`src/rtl/cache_line_filler_pkg.sv`:
```
// Shared cache package: refill FSM state encoding and default line geometry.
// Used by the line filler and by the cache top so both agree on layout.
package cache_line_filler_pkg;

  // Refill FSM state type and encodings.
  typedef logic [1:0] fill_state_t;

  localparam fill_state_t ST_INIT = 2'd0;  // post-reset clear sweep
  localparam fill_state_t ST_IDLE = 2'd1;  // waiting for a refill request
  localparam fill_state_t ST_FILL = 2'd2;  // accepting refill beats
  localparam fill_state_t ST_DONE = 2'd3;  // one-cycle completion pulse

  // Default line geometry.
  localparam int DEF_INDEX_WIDTH    = 7;
  localparam int DEF_WORDS_PER_LINE = 8;
  localparam int DEF_DATA_WIDTH     = 32;

endpackage

```
`src/rtl/cache_line_filler.sv`:
```
// Cache line filler: clears the data RAM after reset, then writes refill
// bursts into one set at a time through RAM port A with zero latency.
//
// Handshakes: a transfer happens on a rising clk edge where valid and ready
// are both 1. Ready depends only on FSM state, never on valid. The source
// holds valid and payload until the transfer edge.
module cache_line_filler
  import cache_line_filler_pkg::*;
#(
  parameter  int INDEX_WIDTH    = DEF_INDEX_WIDTH,
  parameter  int WORDS_PER_LINE = DEF_WORDS_PER_LINE,
  parameter  int DATA_WIDTH     = DEF_DATA_WIDTH,
  localparam int OFF_WIDTH      = $clog2(WORDS_PER_LINE),
  localparam int ADDR_WIDTH     = INDEX_WIDTH + OFF_WIDTH
) (
  input  logic                   clk,
  input  logic                   resetn,
  input  logic                   req_valid,
  output logic                   req_ready,
  input  logic [INDEX_WIDTH-1:0] req_index,
  input  logic                   beat_valid,
  output logic                   beat_ready,
  input  logic [DATA_WIDTH-1:0]  beat_data,
  input  logic                   beat_last,
  output logic                   ram_ena,
  output logic                   ram_wea,
  output logic [ADDR_WIDTH-1:0]  ram_addra,
  output logic [DATA_WIDTH-1:0]  ram_dina,
  output logic [INDEX_WIDTH-1:0] busy_index,
  output logic                   fill_busy,
  output logic                   init_done,
  output logic                   fill_done,
  output logic                   fill_err,
  output fill_state_t            dbg_state
);

  localparam logic [ADDR_WIDTH-1:0] SWEEP_LAST = '1;
  localparam logic [OFF_WIDTH-1:0]  LINE_LAST  = OFF_WIDTH'(WORDS_PER_LINE - 1);

  fill_state_t            r_state;
  logic [ADDR_WIDTH-1:0]  r_sweep;
  logic [OFF_WIDTH-1:0]   r_cnt;
  logic [INDEX_WIDTH-1:0] r_busy_index;
  logic                   r_init_done;
  logic                   r_fill_err;

  logic w_sweep_wr;
  logic w_beat_hs;
  logic w_line_end;

  // The sweep write is gated by resetn so the port stays quiet while reset
  // is held, yet the first write lands on the first edge after release.
  assign w_sweep_wr = (r_state == ST_INIT) && resetn;
  assign w_beat_hs  = (r_state == ST_FILL) && beat_valid;
  assign w_line_end = (r_cnt == LINE_LAST);

  // FSM, sweep counter, beat counter and captured request.
  always_ff @(posedge clk or negedge resetn) begin
    if (!resetn) begin
      r_state      <= ST_INIT;
      r_sweep      <= '0;
      r_cnt        <= '0;
      r_busy_index <= '0;
      r_init_done  <= 1'b0;
      r_fill_err   <= 1'b0;
    end else begin
      case (r_state)
        ST_INIT: begin
          if (r_sweep == SWEEP_LAST) begin
            r_state     <= ST_IDLE;
            r_init_done <= 1'b1;
            r_sweep     <= '0;
          end else begin
            r_sweep <= r_sweep + ADDR_WIDTH'(1);
          end
        end
        ST_IDLE: begin
          r_fill_err <= 1'b0;
          if (req_valid) begin
            r_busy_index <= req_index;
            r_cnt        <= '0;
            r_state      <= ST_FILL;
          end
        end
        ST_FILL: begin
          if (beat_valid) begin
            r_cnt <= r_cnt + OFF_WIDTH'(1);
            // The line ends on its last word or on an early last flag;
            // only a last flag exactly on the last word is error-free.
            if (w_line_end || beat_last) begin
              r_state    <= ST_DONE;
              r_fill_err <= !(w_line_end && beat_last);
            end
          end
        end
        ST_DONE: begin
          r_state    <= ST_IDLE;
          r_fill_err <= 1'b0;
        end
        default: r_state <= ST_INIT;
      endcase
    end
  end

  // RAM port A: sweep zeros in INIT, pass beats through on handshakes.
  always_comb begin
    ram_ena   = 1'b0;
    ram_wea   = 1'b0;
    ram_addra = '0;
    ram_dina  = '0;
    if (w_sweep_wr) begin
      ram_ena   = 1'b1;
      ram_wea   = 1'b1;
      ram_addra = r_sweep;
    end else if (w_beat_hs) begin
      ram_ena   = 1'b1;
      ram_wea   = 1'b1;
      ram_addra = {r_busy_index, r_cnt};
      ram_dina  = beat_data;
    end
  end

  assign req_ready  = (r_state == ST_IDLE);
  assign beat_ready = (r_state == ST_FILL);
  assign fill_busy  = (r_state == ST_FILL) || (r_state == ST_DONE);
  assign fill_done  = (r_state == ST_DONE);
  assign fill_err   = r_fill_err && (r_state == ST_DONE);
  assign init_done  = r_init_done;
  assign busy_index = r_busy_index;
  assign dbg_state  = r_state;

endmodule

```
`config.mk`:
```
export PLATFORM = sky130hd
export DESIGN_NAME = cache_line_filler
export DESIGN_NICKNAME = d
export VERILOG_FILES = /design/src/rtl/cache_line_filler_pkg.sv /design/src/rtl/cache_line_filler.sv
export SDC_FILE = /design/constraint.sdc
export NUM_CORES = 1
export LEC_CHECK = 0
export ABC_AREA = 1
export CAP_MARGIN = 0
export CORE_ASPECT_RATIO = 0.6
export CORE_MARGIN = 3
export CORE_UTILIZATION = 37
export DETAILED_ROUTE_END_ITERATION = 12
export PLACE_DENSITY = 0.81
export SLEW_MARGIN = 20
export SYNTH_ARGS = -nofsm -noshare
export SYNTH_HDL_FRONTEND = slang
export SYNTH_SLANG_ARGS = --single-unit
```
`constraint.sdc`:
```
create_clock -name clk -period 2.4 [get_ports clk]
set_clock_uncertainty 0.2 [all_clocks]
set_input_delay 0.72 -clock clk [delete_from_list [all_inputs] [get_ports clk]]
set_output_delay 0.72 -clock clk [all_outputs]
set_load 0.02 [all_outputs]
```
==> results.py, run 1 <==
metrics = {
    "clock_network": {
        "cts_hold_buffers": 0,
        "clk_root_buffer_cell": "sky130_fd_sc_hd__clkbuf_8",
        "clockBufferDepth": 2,
        "clkTransAtPathRegs_ns": 0.08,
        "tritoncts_num_sinks": 24,
        "tritoncts": "done",
        "cts_made_buffers": 3,
        "htree_levels": 1,
        "clock_latency_ns": 0.28,
    },
    "die": {
        "core_area_mm2": 0.00421,
        "chipHeight_um": 57.9,
        "floorplan.io_pins": 103,
        "die-width_um": 92.5,
        "start_util": 0.395,
        "number_of_rows_in_the_core_area": 18,
        "die_area_mm2": 0.00536,
    },
    "synth": {
        "count_of_yosys_warnings_during_synthesis": 0,
        "netlist_top_cells_area": "sky130_fd_sc_hd__dfrtp_1, sky130_fd_sc_hd__nand2_1, sky130_fd_sc_hd__nor2_1, sky130_fd_sc_hd__nand3_1, sky130_fd_sc_hd__ha_1",
        "synth_sequential_area_ratio": 0.361,
        "synth.net_count": 287,
        "synth_cell_types": 25,
        "synth_area_leader_cell": "sky130_fd_sc_hd__dfrtp_1",
        "synth.avg_cell_area_um2": 7.05,
        "post_synth_inst_count": 236,
        "synth-seq-cells": 24,
        "synth.cell_area_mm2": 0.00166,
        "synth_top_cell_area_share": 0.361,
    },
    "place": {
        "dp.final_hpwl_um": 4380,
        "total_placed_instance_area_mm2": 0.00286,
        "gpl_wtd_cong": 0.778,
        "place.port_buffers": 102,
    },
    "worst_setup_path": {
        "setup.worst_path.end_class": "output pin",
        "crit_arrival_ns": 1.59,
        "worstSetupPathType": "flop to output pin",
        "critical_path.max_fanout": 8,
        "critPathRequiredTime_ns": 1.48,
        "critical_path.slowest_cell": "sky130_fd_sc_hd__dfrtp_2",
        "cp_cell_instances": "inv_2, ha_4, nand2_8, clkbuf_16, nand2_2, nor2_1, buf_4",
        "timing.critical_path.from_type": "flop",
        "critical-path-max-stage-delay_ns": 0.40,
    },
    "global_routing": {
        "grt.overflow.total": 0,
        "grt_pass1_wl_um": 9450,
        "grt_pass1_vias": 1875,
        "grt_start_max_net_pins": 25,
        "groute.usage.overall": 0.223,
        "antenna_found_initial": 0,
    },
    "run_status": {
        "violations": "setup timing",
        "outcome": "complete, but fails checks",
    },
    "layout": {
        "layout-drive-gt1-share": 0.469,
        "fillers": 270,
        "footprint_of_the_flip_flops_and_latches_um2": 603,
        "layout.cell_area.non_filler_mm2": 0.00335,
        "layout-area-overhead-vs-synth_pct": 102,
        "antennaDiodeCount": 0,
        "finish.net_count": 406,
        "footprint_of_the_multi_input_gates_mm2": 0.00123,
    },
    "power_and_ir_drop": {
        "power.density_mw_per_mm2": 263,
        "vdd_drop_max_v": 0.000468,
        "p_leak_uw": 0.00157,
    },
    "sta": {
        "maxSlewViolCount": 0,
        "timing.final.ws_setup_ns": -0.109,
        "worst_slew_margin_rel": 0.755,
        "finalHoldWorstSlack_ns": 0.287,
        "grt_setup_unrepaired": "yes",
        "report.final.hold_viol_count": 0,
        "timing.final.crit_period_ns": 2.51,
        "finalCritPeriodShare": 1.05,
        "tns_ns": -2.48,
        "tightestPinTransition_ns": 0.367,
        "report.final.setup_viol": 44,
        "highest_attainable_clock_frequency_mhz": 398,
    },
    "detailed_routing": {
        "total_wirelength_um": 6810,
        "via_count": 2046,
        "first_pass_iters": 4,
        "postRouteAntennaNets": 0,
        "post-route-drc-count": 0,
        "drt_iter0_drc": 92,
        "via_per_inst": 4.94,
        "avgRoutedWirePerCell_um": 16.5,
    },
    "min_path": {
        "timing.hold.worst.class": "flop to flop",
    },
    "flow_run": {
        "cap_viol_max_count": 0,
    },
}
synthesized netlist by cell type:
| master | n |
|---|---|
| sky130_fd_sc_hd__a21boi_0 | 1 |
| sky130_fd_sc_hd__and2_2 | 1 |
| sky130_fd_sc_hd__and3_1 | 1 |
| sky130_fd_sc_hd__buf_2 | 6 |
| sky130_fd_sc_hd__buf_4 | 2 |
| sky130_fd_sc_hd__buf_6 | 1 |
| sky130_fd_sc_hd__clkbuf_1 | 2 |
| sky130_fd_sc_hd__dfrtp_1 | 24 |
| sky130_fd_sc_hd__ha_1 | 7 |
| sky130_fd_sc_hd__inv_1 | 22 |
| sky130_fd_sc_hd__inv_2 | 2 |
| sky130_fd_sc_hd__mux2_2 | 7 |
| sky130_fd_sc_hd__nand2_1 | 72 |
| sky130_fd_sc_hd__nand2_2 | 4 |
| sky130_fd_sc_hd__nand3_1 | 18 |
| sky130_fd_sc_hd__nand3_2 | 2 |
| sky130_fd_sc_hd__nand4_1 | 2 |
| sky130_fd_sc_hd__nor2_1 | 41 |
| sky130_fd_sc_hd__nor2_2 | 1 |
| sky130_fd_sc_hd__nor2_4 | 3 |
| sky130_fd_sc_hd__o211ai_1 | 2 |
| sky130_fd_sc_hd__o21ai_0 | 9 |
| sky130_fd_sc_hd__o31ai_1 | 1 |
| sky130_fd_sc_hd__or2_1 | 1 |
| sky130_fd_sc_hd__xor2_1 | 4 |
per-layer routing:
layer | GRT usage | up-vias | routed length (um)
met5 | 0 | - | 0
met4 | 0.0423 | 0 | 69
met2 | 0.348 | 82 | 3200
met3 | 0.0532 | 9 | 531
li1 | - | 970 | -
met1 | 0.320 | 985 | 3020
registers in the layout, indices dropped and copies added, names as in the netlist:
signal,flops
r_cnt,3
r_fill_err,1
r_sweep,10
busy_index,7
init_done,1
dbg_state,2
layout make-up:
cell class	instances	area share
Multi-Input combinational cell	177	0.366
Timing Repair Buffer	125	0.382
Tap cell	60	0.0224
Clock buffer	4	0.0164
Inverter	24	0.0329
Sequential cell	24	0.180
final timing paths:
check	from	end	slack, ns	cells after the start
hold reg to reg	init_done$_DFFE_PN0P_	init_done$_DFFE_PN0P_	0.29	1
setup reg to reg	dbg_state[0]$_DFFE_PN0P_	busy_index[0]$_DFFE_PN0P_	0.47	5
max in group asynchronous	resetn	dbg_state[1]$_DFFE_PN0P_	1.43	2
hold / removal	init_done$_DFFE_PN0P_	init_done$_DFFE_PN0P_	0.29	1
setup / recovery	dbg_state[1]$_DFFE_PN0P_	ram_dina[4]	-0.11	7
min in group asynchronous	resetn	r_sweep[6]$_DFFE_PN0N_	0.30	2
logic make-up (layout without fill, tap and decap cells):
logic type | Yosys count | after routing | share of synthesized area
buf+inv | 35 | 153 | 0.0926
mux | 7 | 7 | 0.0474
xor+xnor | 4 | 4 | 0.0211
flops | 24 | 24 | 0.361
compound gates | 13 | 13 | 0.0451
simple gates | 146 | 146 | 0.380
fa+ha+maj | 7 | 7 | 0.0527
what timing repair did:
| action | in CTS | in global routing |
|---|---|---|
| gates resized for setup | 230 | 126 |
| endpoints found under the setup margin | 49 | 47 |
| pin swaps | 3 | 16 |
| setup buffers | 3 | 0 |
| cloned | 5 | 2 |
where the power goes:
group	internal (uW)	total [uW]	switching (uW)
clock	147	287	140
combinational	110	190	80.8
sequential	404	404	0
per-stage QoR:
stage | power, uW | setup slack, ns | utilization | cells
6_report | 881 | -0.109 | 0.796 | 414
5_1_grt | 915 | -0.174 | 0.796 | 414
4_1_cts | 848 | -0.180 | 0.705 | 414
3_5_place_dp | 542 | -0.852 | 0.679 | 402
3_3_place_gp | 540 | -0.819 | 0.679 | 402
2_1_floorplan | 449 | -0.0336 | - | 236
worst max-delay path: cells and delay by family, from the launching register on:
| kind | cells | cell delay [ns] |
|---|---|---|
| DFF | 1 | 0.40 |
| buffers and inverters | 3 | 0.40 |
| and+or+nand+nor | 3 | 0.32 |
| adders and majority gates | 1 | 0.18 |
cells in the final DEF, fill, tap and decap left out, types with 2 or more instances in the layout:
cell type	count
sky130_fd_sc_hd__clkdlybuf4s50_1	51
sky130_fd_sc_hd__nand2_1	36
sky130_fd_sc_hd__buf_4	36
sky130_fd_sc_hd__nand2_2	32
sky130_fd_sc_hd__nor2_1	30
sky130_fd_sc_hd__buf_6	24
sky130_fd_sc_hd__dfrtp_1	22
sky130_fd_sc_hd__inv_1	18
sky130_fd_sc_hd__nand3_2	10
sky130_fd_sc_hd__nor2_2	9
sky130_fd_sc_hd__nand3_1	8
sky130_fd_sc_hd__mux2_2	7
sky130_fd_sc_hd__nand2_4	6
sky130_fd_sc_hd__nor2_4	6
sky130_fd_sc_hd__ha_1	5
sky130_fd_sc_hd__o21ai_2	4
sky130_fd_sc_hd__xor2_1	4
sky130_fd_sc_hd__clkbuf_8	4
sky130_fd_sc_hd__inv_2	3
sky130_fd_sc_hd__o21ai_0	3
sky130_fd_sc_hd__buf_16	3
sky130_fd_sc_hd__nand2_8	2
sky130_fd_sc_hd__nand3_4	2
sky130_fd_sc_hd__o21ai_4	2
sky130_fd_sc_hd__nand4_1	2
sky130_fd_sc_hd__o211ai_1	2
sky130_fd_sc_hd__ha_4	2
sky130_fd_sc_hd__clkbuf_16	2
sky130_fd_sc_hd__dfrtp_2	2
sky130_fd_sc_hd__clkbuf_2	2
sky130_fd_sc_hd__dlygate4sd2_1	2
sky130_fd_sc_hd__buf_12	2
Power figures use the tool's default switching activity.
==> inputs of run 2 (changes only) <==
SKIP_CTS_REPAIR_TIMING = 1   (was unset)
==> results.py, run 2 (same netlist as run 1, synthesis figures left out) <==
metrics = {
    "detailed_routing": {
        "via_count": 1960,
        "post-route-drc-count": 0,
        "drt_iter0_drc": 99,
        "first_pass_iters": 4,
        "via_per_inst": 4.79,
        "avgRoutedWirePerCell_um": 14.2,
        "total_wirelength_um": 5790,
        "postRouteAntennaNets": 0,
    },
    "sta": {
        "finalCritPeriodShare": 1.06,
        "report.final.setup_viol": 44,
        "maxSlewViolCount": 0,
        "tns_ns": -3.13,
        "tightestPinTransition_ns": 0.370,
        "finalHoldWorstSlack_ns": 0.285,
        "worst_slew_margin_rel": 0.752,
        "report.final.hold_viol_count": 0,
        "timing.final.crit_period_ns": 2.55,
        "grt_setup_unrepaired": "yes",
        "highest_attainable_clock_frequency_mhz": 392,
        "timing.final.ws_setup_ns": -0.151,
    },
    "run_status": {
        "violations": "setup timing",
        "outcome": "complete, but fails checks",
    },
    "die": {
        "chipHeight_um": 57.9,
        "start_util": 0.395,
        "floorplan.io_pins": 103,
        "core_area_mm2": 0.00421,
        "die_area_mm2": 0.00536,
        "number_of_rows_in_the_core_area": 18,
        "die-width_um": 92.5,
    },
    "clock_network": {
        "cts_made_buffers": 3,
        "tritoncts": "done",
        "clock_latency_ns": 0.27,
        "htree_levels": 1,
        "clkTransAtPathRegs_ns": 0.08,
        "clk_root_buffer_cell": "sky130_fd_sc_hd__clkbuf_8",
        "tritoncts_num_sinks": 24,
        "clockBufferDepth": 2,
    },
    "worst_setup_path": {
        "critical_path.reg2reg.startpoint": "dbg_state[0]$_DFFE_PN0P_",
        "critical-path-max-stage-delay_ns": 0.42,
        "r2r_setup_slack_ns": 0.50,
        "worstSetupPathType": "flop to output pin",
        "setup.worst_path.end_class": "output pin",
        "critical_path.startpoint": "dbg_state[1]$_DFFE_PN0P_",
        "critical_path.slowest_cell": "sky130_fd_sc_hd__dfrtp_2",
        "crit_arrival_ns": 1.63,
        "crit_top_cell": "sky130_fd_sc_hd__buf_4",
        "r2r_cells": 5,
        "critPathRequiredTime_ns": 1.48,
        "critical_path.reg2reg.endpoint": "busy_index[0]$_DFFE_PN0P_",
        "critical_path.max_fanout": 3,
        "timing.critical_path.from_type": "flop",
        "endpoint": "ram_addra[2]",
        "cp_cell_instances": "buf_4, ha_2, nand2_4, inv_2, buf_4, nand3_1, o21ai_2, buf_4",
    },
    "power_and_ir_drop": {
        "vdd_drop_max_v": 0.000471,
        "p_leak_uw": 0.00159,
        "power.density_mw_per_mm2": 286,
        "power.total_uw": 818,
    },
    "flow_run": {
        "cap_viol_max_count": 0,
    },
    "place": {
        "dp.final_hpwl_um": 4380,
        "place.port_buffers": 102,
        "gpl_wtd_cong": 0.778,
        "placement.setup.worst_slack_ns": -0.852,
    },
    "layout": {
        "regMostFlops": "r_sweep",
        "max_reg_flops": 10,
        "antennaDiodeCount": 0,
        "layout-area-overhead-vs-synth_pct": 72.2,
        "finish.net_count": 401,
        "commonest_non_fill_non_tap_cells_in_the_layout": "sky130_fd_sc_hd__nand2_1, sky130_fd_sc_hd__clkdlybuf4s50_1, sky130_fd_sc_hd__nor2_1",
        "layout-drive-gt1-share": 0.298,
        "commonest_non_fill_non_tap_cell_in_the_layout": "sky130_fd_sc_hd__nand2_1",
        "fillers": 358,
    },
    "global_routing": {
        "grt.overflow.total": 0,
        "grt_pass1_vias": 1740,
        "grt_pass1_wl_um": 8410,
        "antenna_found_initial": 0,
        "grt_start_max_net_pins": 36,
        "groute.usage.overall": 0.196,
    },
    "min_path": {
        "timing.hold.worst.class": "flop to flop",
        "min_delay_path_depth": 1,
    },
}
run 2: worst min-delay path by stage:
| stage | start | to |
|---|---|---|
| 2_1_floorplan | resetn | busy_index[0]$_DFFE_PN0P_ |
| 3_3_place_gp | init_done$_DFFE_PN0P_ | init_done$_DFFE_PN0P_ |
| 3_5_place_dp | init_done$_DFFE_PN0P_ | init_done$_DFFE_PN0P_ |
| 4_1_cts | init_done$_DFFE_PN0P_ | init_done$_DFFE_PN0P_ |
| 5_1_grt | init_done$_DFFE_PN0P_ | init_done$_DFFE_PN0P_ |
| 6_report | init_done$_DFFE_PN0P_ | init_done$_DFFE_PN0P_ |
run 2: final cells by class:
class                           instances  area (um^2)  area share
Inverter                               24         90.1      0.0315
Multi-Input combinational cell        177          966       0.337
Timing Repair Buffer                  120         1070       0.375
Tap cell                               60         75.1      0.0262
Clock buffer                            4         55.1      0.0192
Sequential cell                        24          603       0.211
run 2: per-layer routing:
layer  wire length (um)  GRT usage  up-vias  share of wire
met5                  0          0        -              0
met4                 57     0.0423        0         0.0098
met3                472     0.0441        8          0.081
met2               2520      0.314       93           0.43
met1               2750      0.275      899           0.47
li1                   -          -      960              -
run 2: power by group:
group / switching [uW] / internal [uW]
Clock: 133 / 147
Sequential: 0 / 404
Combinational: 52.8 / 81.3
Total: 186 / 632
run 2: through the flow:
| stage | std cells | cell area (um^2) | utilization |
|---|---|---|---|
| 2_1_floorplan | 236 | 1700 | - |
| 3_3_place_gp | 402 | 2860 | 0.679 |
| 3_5_place_dp | 402 | 2860 | 0.679 |
| 4_1_cts | 406 | 2910 | 0.692 |
| 5_1_grt | 409 | 2860 | 0.680 |
| 6_report | 409 | 2860 | 0.680 |
run 2: worst max-delay path, delay by kind of cell (launching register included):
family / cells / cell delay, ns
buf+inv: 4 / 0.49
flops: 1 / 0.42
fa+ha+maj: 1 / 0.20
simple gates: 2 / 0.18
compound gates: 1 / 0.06
